### src/rtl/core_pkg.sv
// Shared types for the hazard/forwarding slice of the 5-stage core.
// Forward selects and the memory-handshake FSM state encoding.
package core_pkg;

  typedef enum logic [1:0] {
    FWD_RF  = 2'b00,
    FWD_WB  = 2'b01,
    FWD_MEM = 2'b10
  } fwd_sel_t;

  typedef enum logic {
    RUN  = 1'b0,
    WAIT = 1'b1
  } hz_state_t;

endpackage

### src/rtl/forward_unit.sv
// EX operand bypass select for one source register.
// MEM result beats WB result; x0 is never bypassed.
module forward_unit
  import core_pkg::*;
(
  input  logic [4:0] i_rs,
  input  logic [4:0] i_wr_mem,
  input  logic       i_rw_mem,
  input  logic [4:0] i_wr_wb,
  input  logic       i_rw_wb,
  output fwd_sel_t   o_sel
);

  logic w_hit_mem;
  logic w_hit_wb;

  assign w_hit_mem = i_rw_mem && (i_wr_mem != 5'd0)
                     && (i_wr_mem == i_rs);
  assign w_hit_wb  = i_rw_wb && (i_wr_wb != 5'd0)
                     && (i_wr_wb == i_rs);

  always_comb begin
    o_sel = FWD_RF;
    if (w_hit_mem)
      o_sel = FWD_MEM;
    else if (w_hit_wb)
      o_sel = FWD_WB;
  end

endmodule

### src/rtl/hazard_unit.sv
// Pipeline stall/flush controller, dmem req/ack freeze FSM,
// forwarding selects and saturating stall/flush counters.
module hazard_unit
  import core_pkg::*;
#(
  parameter int TIMEOUT = 16,
  parameter int CNT_W   = 16
) (
  input  logic             CLK,
  input  logic             RESET_N,
  input  logic [4:0]       rs1_ID,
  input  logic [4:0]       rs2_ID,
  input  logic             uses_rs1_ID,
  input  logic             uses_rs2_ID,
  input  logic [4:0]       rs1_EX,
  input  logic [4:0]       rs2_EX,
  input  logic [4:0]       wrin_EX,
  input  logic             MemRead_EX,
  input  logic             branch_taken_EX,
  input  logic [4:0]       wrin_MEM,
  input  logic             RegWrite_MEM,
  input  logic             mem_access_MEM,
  input  logic [4:0]       wrin_WB,
  input  logic             RegWrite_WB,
  input  logic             dmem_ack,
  output logic             PCWrite,
  output logic             IFID_Write,
  output logic             IDEX_Write,
  output logic             EXMEM_Write,
  output logic             MEMWB_Write,
  output logic             IFID_Flush,
  output logic             IDEX_Flush,
  output logic [1:0]       ForwardA,
  output logic [1:0]       ForwardB,
  output logic             dmem_req,
  output logic             mem_timeout,
  output logic [CNT_W-1:0] stall_cnt,
  output logic [CNT_W-1:0] flush_cnt
);

  localparam int WCW = $clog2(TIMEOUT + 1);

  hz_state_t        r_state;
  hz_state_t        w_next;
  logic [WCW-1:0]   r_wait_cnt;
  logic             r_timeout;
  logic [CNT_W-1:0] r_stall_cnt;
  logic [CNT_W-1:0] r_flush_cnt;
  logic             w_wait;
  logic             w_tmo_hit;
  logic             w_freeze;
  logic             w_lu;
  logic             w_sel_br;
  logic             w_sel_lu;
  fwd_sel_t         w_fwd_a;
  fwd_sel_t         w_fwd_b;

  forward_unit u_fwd_a (
    .i_rs     (rs1_EX),
    .i_wr_mem (wrin_MEM),
    .i_rw_mem (RegWrite_MEM),
    .i_wr_wb  (wrin_WB),
    .i_rw_wb  (RegWrite_WB),
    .o_sel    (w_fwd_a)
  );

  forward_unit u_fwd_b (
    .i_rs     (rs2_EX),
    .i_wr_mem (wrin_MEM),
    .i_rw_mem (RegWrite_MEM),
    .i_wr_wb  (wrin_WB),
    .i_rw_wb  (RegWrite_WB),
    .o_sel    (w_fwd_b)
  );

  assign ForwardA = w_fwd_a;
  assign ForwardB = w_fwd_b;

  assign w_wait    = (r_state == WAIT);
  assign w_tmo_hit = w_wait
                     && (r_wait_cnt == WCW'(TIMEOUT - 1));
  assign w_freeze  = (!w_wait && mem_access_MEM)
                     || (w_wait && !dmem_ack && !w_tmo_hit);

  assign w_lu = MemRead_EX && (wrin_EX != 5'd0)
                && ((uses_rs1_ID && (rs1_ID == wrin_EX))
                 || (uses_rs2_ID && (rs2_ID == wrin_EX)));

  // A branch held in EX during a freeze flushes on the release cycle
  assign w_sel_br = !w_freeze && branch_taken_EX;
  assign w_sel_lu = !w_freeze && !branch_taken_EX && w_lu;

  always_ff @(posedge CLK or negedge RESET_N) begin
    if (!RESET_N)
      r_state <= RUN;
    else
      r_state <= w_next;
  end

  always_comb begin
    w_next = r_state;
    unique case (r_state)
      RUN:  if (mem_access_MEM) w_next = WAIT;
      WAIT: if (dmem_ack || w_tmo_hit) w_next = RUN;
    endcase
  end

  always_comb begin
    PCWrite     = 1'b1;
    IFID_Write  = 1'b1;
    IDEX_Write  = 1'b1;
    EXMEM_Write = 1'b1;
    MEMWB_Write = 1'b1;
    IFID_Flush  = 1'b0;
    IDEX_Flush  = 1'b0;
    unique case (1'b1)
      w_freeze: begin
        PCWrite     = 1'b0;
        IFID_Write  = 1'b0;
        IDEX_Write  = 1'b0;
        EXMEM_Write = 1'b0;
        MEMWB_Write = 1'b0;
      end
      w_sel_br: begin
        IFID_Flush = 1'b1;
        IDEX_Flush = 1'b1;
      end
      w_sel_lu: begin
        PCWrite    = 1'b0;
        IFID_Write = 1'b0;
        IDEX_Flush = 1'b1;
      end
      default: ;
    endcase
  end

  always_ff @(posedge CLK or negedge RESET_N) begin
    if (!RESET_N) begin
      r_wait_cnt  <= '0;
      r_timeout   <= 1'b0;
      r_stall_cnt <= '0;
      r_flush_cnt <= '0;
    end else begin
      r_wait_cnt <= w_wait ? r_wait_cnt + 1'b1 : '0;
      if (w_tmo_hit)
        r_timeout <= 1'b1;
      if (!PCWrite && (r_stall_cnt != '1))
        r_stall_cnt <= r_stall_cnt + 1'b1;
      if (w_sel_br && (r_flush_cnt != '1))
        r_flush_cnt <= r_flush_cnt + 1'b1;
    end
  end

  assign dmem_req    = w_wait;
  assign mem_timeout = r_timeout;
  assign stall_cnt   = r_stall_cnt;
  assign flush_cnt   = r_flush_cnt;

endmodule

### config.mk
export PLATFORM = sky130hd
export DESIGN_NAME = hazard_unit
export DESIGN_NICKNAME = d
export VERILOG_FILES = /design/src/rtl/core_pkg.sv /design/src/rtl/forward_unit.sv /design/src/rtl/hazard_unit.sv
export SDC_FILE = /design/constraint.sdc
export NUM_CORES = 1
export LEC_CHECK = 0
export BUFFER_PORTS_ARGS = -buffer_cell sky130_fd_sc_hd__buf_4
export CORE_ASPECT_RATIO = 0.7
export CORE_UTILIZATION = 52
export DETAILED_ROUTE_END_ITERATION = 10
export GPL_ROUTABILITY_DRIVEN = 0
export GPL_TIMING_DRIVEN = 0
export PLACE_DENSITY = 0.85
export SLEW_MARGIN = 15
export SYNTH_ARGS = -nofsm -noshare
export SYNTH_HDL_FRONTEND = slang
export SYNTH_SLANG_ARGS = --single-unit
export TNS_END_PERCENT = 20
### constraint.sdc
create_clock -name CLK -period 6 [get_ports CLK]
set_input_delay 1.2 -clock CLK [delete_from_list [all_inputs] [get_ports CLK]]
set_output_delay 1.2 -clock CLK [all_outputs]
set_load 0.01 [all_outputs]
Word-level counts from Yosys, hierarchy flattened. Index checks and enable logic that the tools add are counted.

Register bits: 39. Input port bits: 45. Logic and storage cells: 62.

Add/sub/neg operators: 3. Equality and inequality tests: 9. Muxes and demuxes: 12. Bitwise gates (word level): 1. Reduce and logical (&&, ||, !) cells: 32.

Operators by type and width (count): adder 16 x 1 -> 16 bit, second input constant (2); inequality test 16 bit, second input constant (2); equality test 5 bit (6); logical AND 1 bit (19); nonzero test 5 bit (3); two-way mux 1 bit (8); adder 5 x 1 -> 5 bit, second input constant (1); equality test 5 x 4 -> 1 bit, second input constant (1); logical NOT 1 bit (5); two-way mux 5 bit (1); two-way mux 2 bit (2); OR reduction 2 bit (2); logical OR 1 bit (3); one-hot mux 1 bit (2 select lines) (1); NOT 1 bit (1).

Logic depth before layout (Yosys ltp). Gate-level depths: netlist of the first run.

Depth in word-level cells: 10. Gate-level depth with buffers: 11. Mapped depth without buffers: 11.

Cells and area by module. From an unflattened synthesis of the first run, not the netlist that was laid out.

Cells, all modules: 227. Area, all modules: 2303.5 um^2.

By module, submodules not included: hazard_unit (instances 1, cells an instance 185, area an instance 1985.7 um^2, sequential area each 975.9 um^2); forward_unit (instances 2, cells an instance 21, area an instance 158.9 um^2, sequential area each 0.0 um^2).

Worst setup path after synthesis of the first run. No wires, ideal clock.

Path kind: input -> output. From: in wrin_MEM[0]. To: out ForwardA[0]. Arrival: 2448 ps. Data required time: 4800 ps. Path slack: 2352 ps. Stages on the path: 4. Path buffers: 0. Cell sequence: or4_1 > o21ai_0 > nor4_1 > nor4_1.

Longest elaborated chain between the ends: 4.

RTL lines: start: declaration (RTL line hazard_unit.sv:20) `input logic [4:0] wrin_MEM,`; nonzero test 5 bit (RTL line forward_unit.sv:17) `assign w_hit_mem = i_rw_mem && (i_wr_mem != 5'd0)`; logical AND 1 bit (RTL line forward_unit.sv:17); logical AND 1 bit (*) (RTL line forward_unit.sv:18) `&& (i_wr_mem == i_rs);`; net u_fwd_a.w_hit_mem (RTL line forward_unit.sv:14) `logic w_hit_mem;`; two-way mux 2 bit (*) (RTL line forward_unit.sv:24) `if (w_hit_mem)`; end: declaration (RTL line hazard_unit.sv:33) `output logic [1:0] ForwardA,`.

Mark *: on every way through the listed nets, which the timed path passes. The rest lies on a longest branch.

Worst setup path after layout of the first run. Same ends and word-level chain as after synthesis.

==> results of run 1 <==
registers in the layout, indices dropped and copies added (netlist names):
signal / cells
flush_cnt: 16
stall_cnt: 16
r_wait_cnt: 5
dmem_req: 1
mem_timeout: 1
layer usage:
layer | wire (µm) | track usage | share of wire | up-vias
met3 | 237 | 0.0448 | 0.048 | 2
li1 | - | - | - | 928
met5 | 0 | 0 | 0 | -
met4 | 27 | 0.0383 | 0.0055 | 0
met1 | 2360 | 0.323 | 0.48 | 888
met2 | 2320 | 0.370 | 0.47 | 56
final timing paths:
path                       cells after the start          start       endpoint
min                                            1  r_wait_cnt[0]  r_wait_cnt[0]
max                                            6    wrin_MEM[0]    ForwardA[0]
max in group asynchronous                      1        RESET_N   flush_cnt[0]
min reg2reg                                    1  r_wait_cnt[0]  r_wait_cnt[0]
max reg2reg                                   10  r_wait_cnt[0]  stall_cnt[14]
min in group asynchronous                      1        RESET_N    mem_timeout
synthesized netlist by cell type:
| master | count | area share |
|---|---|---|
| or2_2 | 3 | 0.0084 |
| or4_1 | 5 | 0.017 |
| o21ai_2 | 1 | 0.0039 |
| and2_4 | 1 | 0.0039 |
| nor2b_1 | 2 | 0.0056 |
| ha_1 | 4 | 0.022 |
| o22ai_1 | 1 | 0.0028 |
| nand2_1 | 22 | 0.037 |
| a21oi_1 | 1 | 0.0022 |
| o22ai_4 | 1 | 0.0089 |
| nand2b_1 | 2 | 0.0056 |
| or3_1 | 1 | 0.0028 |
| nand3_1 | 14 | 0.031 |
| mux2i_1 | 1 | 0.0045 |
| o21ai_0 | 2 | 0.0045 |
| buf_6 | 1 | 0.0050 |
| nor4_1 | 7 | 0.020 |
| xor2_1 | 29 | 0.11 |
| and3_1 | 3 | 0.0084 |
| nand3_2 | 1 | 0.0045 |
| mux2_2 | 2 | 0.010 |
| nor3b_1 | 2 | 0.0067 |
| nand4_1 | 4 | 0.011 |
| mux2_4 | 1 | 0.0067 |
| xnor2_1 | 31 | 0.12 |
| nor2_1 | 13 | 0.022 |
| a21o_1 | 1 | 0.0033 |
| and2_1 | 4 | 0.011 |
| and4_1 | 1 | 0.0039 |
| a2111oi_4 | 1 | 0.012 |
| dfrtp_1 | 39 | 0.43 |
| buf_4 | 5 | 0.017 |
| nor3_2 | 1 | 0.0045 |
| inv_1 | 8 | 0.013 |
| nor3_1 | 4 | 0.0089 |
| o21a_1 | 1 | 0.0033 |
cell type report:
cell class	count	area [µm²]	share of cell area
flip-flops and latches	39	976	0.316
well taps	52	65.1	0.0211
plain buffers	6	48.8	0.0158
inverters	8	30.0	0.00972
clock buffers	5	68.8	0.0223
clock inverters	3	43.8	0.0142
repair buffers	89	668	0.216
multi-input cells	167	1190	0.385
stage by stage:
step | setup WS, ns | utilization | instance area [µm²] | power, mW | instances
global placement | 2.15 | 0.741 | 2980 | 0.613 | 361
floorplan | 2.35 | - | 2240 | 0.490 | 220
finish | 2.13 | 0.769 | 3090 | 0.836 | 369
detailed placement | 2.14 | 0.741 | 2980 | 0.623 | 361
global route | 2.01 | 0.769 | 3090 | 0.883 | 369
CTS | 2.14 | 0.769 | 3090 | 0.844 | 369
critical path: cells and delay by family:
kind,cells,cell delay [ns]
and+or+nand+nor,3,0.95
buffers and inverters,2,0.29
AOI/OAI and AO/OA,1,0.23
power by group:
group	internal [mW]	leakage, nW	switching (mW)	total [mW]
Clock	0.124	0.0581	0.0943	0.218
Combinational	0.141	0.969	0.110	0.251
Sequential	0.309	0.509	0.0583	0.367
Total	0.574	1.54	0.262	0.836
cells by family (layout without fill, tap and decap cells):
group / after synthesis / after routing / share of synthesized area
compound gates: 9 / 9 / 0.0413
buf+inv: 14 / 111 / 0.0351
flops: 39 / 39 / 0.435
mux: 4 / 4 / 0.0212
simple gates: 90 / 90 / 0.211
fa+ha+maj: 4 / 4 / 0.0223
xor+xnor: 60 / 60 / 0.234
==> results.py, run 1 <==
metrics = {
    "outcome": {
        "outcome": "finished, final reports clean",
    },
    "sta": {
        "worst_pin_slew_ns": 0.481,
        "slew_viol_final": 0,
        "setup_tns_ns": 0,
        "final.min_clock_period_ns": 3.87,
        "finalSetupViolCount": 0,
        "skew_ns": 0.00623,
        "period_share": 0.644,
        "fmax_mhz": 259,
        "rsz0062_at_grt": "false",
        "hold_viol": 0,
        "maxSlewHeadroom": 0.670,
        "whs_ns": 0.461,
    },
    "global_routing": {
        "grt_pass1_vias": 1783,
        "grt-ovfl-total": 0,
        "antenna_found_initial": 0,
        "grt_pass1_wl_um": 8090,
        "grt_max_degree": 40,
        "grt_usage": 0.228,
    },
    "placement": {
        "dp_hpwl_um": 3990,
        "port_buffers": 89,
    },
    "detailed_routing": {
        "drt-total-wl_um": 4940,
        "vias": 1874,
        "wl_per_cell_um": 13.4,
        "drtIter0Drc": 74,
        "postRouteAntennaNets": 0,
        "viasPerCell": 5.08,
        "drc": 0,
        "first_pass_iters": 4,
    },
    "synth": {
        "syn-cell-area_mm2": 0.00224,
        "ys_ff_latch": 39,
        "syn_avg_cell_area_um2": 10.2,
        "syn-num-nets": 269,
        "yosysWarnings": 0,
        "synthCells": 220,
        "synth_cell_types": 36,
        "seq_area_frac_synth": 0.435,
    },
    "pwr": {
        "irDropWorstVdd_v": 0.000268,
        "p_leak_nw": 1.54,
        "p_per_area_mw_per_mm2": 271,
    },
    "worst_setup_path": {
        "critical_path_class": "primary input to output pin",
        "critPathMaxFanout": 3,
        "crit_chain": "buf_4 -> or4_1 -> o21ai_0 -> nor4_1 -> nor4_1 -> buf_4",
        "crit_required_ns": 4.80,
        "cp-start-kind": "primary input",
        "end_kind": "output pin",
        "arrival_ns": 2.67,
        "critPathMaxStageDelay_ns": 0.53,
        "r2r_setup_slack_ns": 3.59,
        "cp_slowest_cell": "or4_1",
    },
    "clock_network": {
        "clk_pin_slew_ns": 0.08,
        "postCtsSetupBuffers": 0,
        "clk_path_buf_depth": 2,
        "cts_buffers": 5,
        "cts_root_buf": "clkbuf_8",
        "cts_sinks": 39,
        "ctsResizeCount": 0,
        "h-tree-depth": 2,
        "clk_latency_ns": 0.28,
        "cts_tree": "built",
        "cts_hold_buf": 0,
    },
    "cells_and_area": {
        "final_common_cell": "buf_4",
        "diodes": 0,
        "drive_above_1_share": 0.363,
        "fillers": 281,
        "syn_to_final_growth_pct": 37.7,
        "nNetsFinal": 365,
        "final_cell_mix": "94 x buf_4, 39 x dfrtp_1, 31 x xnor2_1",
    },
    "floorplanning": {
        "coreArea_mm2": 0.00402,
        "die_area_mm2": 0.00459,
        "num_io_pins": 90,
        "initial_utilization": 0.559,
        "fp.dieH_um": 57.0,
        "num_rows": 19,
        "die_w_um": 80.5,
    },
    "job": {
        "max-cap-violations": 0,
    },
    "min_path": {
        "hold_class": "flip-flop to flip-flop",
    },
}
Note: power is estimated with default switching activity, not from simulation.
==> inputs of run 2 (changes only) <==
--- a/config.mk
+++ b/config.mk
@@ -5,13 +5,14 @@
 export SDC_FILE = /design/constraint.sdc
 export NUM_CORES = 1
 export LEC_CHECK = 0
+export ABC_AREA = 1
 export BUFFER_PORTS_ARGS = -buffer_cell sky130_fd_sc_hd__buf_4
 export CORE_ASPECT_RATIO = 0.7
-export CORE_UTILIZATION = 52
+export CORE_UTILIZATION = 46
 export DETAILED_ROUTE_END_ITERATION = 10
 export GPL_ROUTABILITY_DRIVEN = 0
 export GPL_TIMING_DRIVEN = 0
-export PLACE_DENSITY = 0.85
+export PLACE_DENSITY = 0.77
 export SLEW_MARGIN = 15
 export SYNTH_ARGS = -nofsm -noshare
 export SYNTH_HDL_FRONTEND = slang
==> constraint.sdc (replaced) <==
create_clock -name CLK -period 3.2 [get_ports CLK]
set_input_delay 0.64 -clock CLK [delete_from_list [all_inputs] [get_ports CLK]]
set_output_delay 0.64 -clock CLK [all_outputs]
set_load 0.01 [all_outputs]
==> run 2 against run 1 <==
  * Design area increased by 15%
  * Synthesized cell count grew 64%
  * Largest cell class unchanged
  * Critical path type is now flip-flop to output pin
  * Via count increased by 36%
  * Clock power grew 52%
==> results.py, run 2 <==
metrics = {
    "outcome": {
        "outcome": "finished, final reports clean",
    },
    "floorplanning": {
        "die_area_mm2": 0.00613,
        "num_io_pins": 90,
        "fp.dieH_um": 65.8,
        "initial_utilization": 0.493,
        "die_w_um": 93.1,
        "coreArea_mm2": 0.00542,
        "num_rows": 22,
    },
    "global_routing": {
        "grt_max_degree": 40,
        "grt_pass1_wl_um": 11300,
        "grt-ovfl-total": 0,
        "antenna_found_initial": 0,
        "grt_usage": 0.237,
        "grt_pass1_vias": 2467,
    },
    "pwr": {
        "p_leak_nw": 1.88,
        "irDropWorstVdd_v": 0.000470,
        "p_per_area_mw_per_mm2": 425,
    },
    "placement": {
        "placed_cell_area_mm2": 0.00343,
        "dp_hpwl_um": 5140,
        "port_buffers": 89,
    },
    "synth": {
        "synth_area_leaders": "dfrtp_1 36%, nand2_1 16%, xor2_1 7.5%",
        "synth.top_cell.area_share": 0.365,
        "synth_cell_types": 29,
        "synth_enable_flop_cells": 0,
        "syn-num-nets": 410,
        "seq_area_frac_synth": 0.365,
        "synth-main-ff-cell": "dfrtp_1",
        "ys_ff_latch": 39,
        "synthArstFlopShare": 1.00,
        "syn-cell-area_mm2": 0.00267,
        "yosysWarnings": 0,
        "synthCells": 361,
        "syn_avg_cell_area_um2": 7.41,
        "yosys-top-cells-count": "111 x nand2_1, 41 x nor2_1, 39 x dfrtp_1",
        "yosys.area.top_type": "dfrtp_1",
        "yosysMostFrequentCell": "nand2_1",
    },
    "clock_network": {
        "clk_pin_slew_ns": 0.08,
        "h-tree-depth": 2,
        "cts_root_buf": "clkbuf_8",
        "cts_hold_buf": 0,
        "clk_path_buf_depth": 2,
        "clk_latency_ns": 0.30,
        "cts_tree": "built",
        "cts_buffers": 5,
        "cts_sinks": 39,
    },
    "sta": {
        "finalSetupViolCount": 0,
        "setup_tns_ns": 0,
        "worst_pin_slew_ns": 0.487,
        "period_share": 0.943,
        "skew_ns": 0.00595,
        "final.min_clock_period_ns": 3.02,
        "slew_viol_final": 0,
        "fmax_mhz": 331,
        "maxSlewHeadroom": 0.675,
        "rsz0062_at_grt": "false",
        "hold_viol": 0,
    },
    "cells_and_area": {
        "nNetsFinal": 509,
        "syn_to_final_growth_pct": 32.5,
        "regArea_um2": 976,
        "drive_above_1_share": 0.293,
        "final_common_cell": "nand2_1",
        "diodes": 0,
        "design_area_mm2": 0.00354,
        "multi_input_area_mm2": 0.00148,
        "final_cell_mix": "111 x nand2_1, 97 x buf_4, 40 x nor2_1",
        "fillers": 471,
    },
    "detailed_routing": {
        "drc": 0,
        "drt-total-wl_um": 6510,
        "drtIter0Drc": 132,
        "wl_per_cell_um": 12.2,
        "vias": 2544,
        "first_pass_iters": 4,
        "postRouteAntennaNets": 0,
        "viasPerCell": 4.77,
    },
    "worst_setup_path": {
        "cp-start-kind": "flip-flop",
        "end_kind": "output pin",
        "arrival_ns": 2.38,
        "critPathMaxFanout": 10,
        "crit_required_ns": 2.56,
        "critical_path_class": "flip-flop to output pin",
    },
    "min_path": {
        "hold_class": "primary input to async pin",
    },
    "job": {
        "max-cap-violations": 0,
    },
}
==> run 2: routing by layer <==
layer	global-route usage	up-vias	routed length, µm
li1	-	1324	-
met1	0.330	1164	3230
met2	0.377	48	2970
met3	0.0494	8	253
met4	0.0654	0	61
met5	0	-	0
==> run 2: cell families (layout without fill, tap and decap cells) <==
family,after synthesis,count (layout),synth area share
XOR/XNOR,45,45,0.147
adder cells (fa/ha/maj),4,4,0.0187
buffers and inverters,47,147,0.0847
AND/OR/NAND/NOR,216,216,0.365
AO/OA/AOI/OAI,10,10,0.0187
flip-flops,39,39,0.365
==> run 2: final cells by class <==
cell class | count | area share
plain buffers | 10 | 0.0247
clock inverters | 3 | 0.00424
well taps | 72 | 0.0254
multi-input cells | 275 | 0.417
flip-flops and latches | 39 | 0.275
repair buffers | 92 | 0.195
clock buffers | 5 | 0.0194
inverters | 37 | 0.0392
==> run 2: repair_timing <==
action / CTS / global route
setup endpoints to repair: 0 / 1
setup buffers: 0 / 3
resized for setup: 0 / 2
==> run 2: worst paths after layout <==
check / start / to / slack (ns) / cells past startpoint
worst min register to register: mem_timeout / mem_timeout / 0.48 / 2
worst max register to register: r_wait_cnt[0] / stall_cnt[14] / 1.20 / 15
min in group CLK: mem_timeout / mem_timeout / 0.48 / 2
worst min-delay path: RESET_N / stall_cnt[5] / 0.30 / 1
max in group asynchronous: RESET_N / flush_cnt[13] / 2.56 / 1
worst max-delay path: r_wait_cnt[0] / PCWrite / 0.18 / 15
==> run 2: critical path: stages (launching register included) <==
cell	delay, ns
dfrtp_1	0.38
ha_2	0.20
nand2_1	0.08
nor2_2	0.13
ha_1	0.16
nand2_1	0.07
nand2_1	0.10
nand4_1	0.09
nor2_1	0.09
nand2_1	0.09
nand2_2	0.11
buf_6	0.13
buf_6	0.13
inv_1	0.06
buf_4	0.12
buf_4	0.13
==> run 2: report_power, final <==
group | switching [mW] | internal, mW | leakage (nW)
logic | 0.246 | 0.260 | 1.32
registers | 0.108 | 0.562 | 0.515
clock network | 0.182 | 0.149 | 0.0477
==> run 2: stage by stage <==
| step | worst slack (ns) | util | hold WS [ns] | std cells | total power [mW] |
|---|---|---|---|---|---|
| final | 0.183 | 0.653 | 0.298 | 533 | 1.51 |
| after global routing | 0.0220 | 0.653 | 0.346 | 533 | 1.61 |
| after CTS | 0.123 | 0.648 | 0.316 | 530 | 1.51 |
| after detailed placement | 0.463 | 0.633 | 0.456 | 522 | 1.18 |
| after global placement | 0.550 | 0.633 | 0.446 | 522 | 1.16 |
| after floorplan | 0.824 | - | 0.344 | 361 | 0.931 |
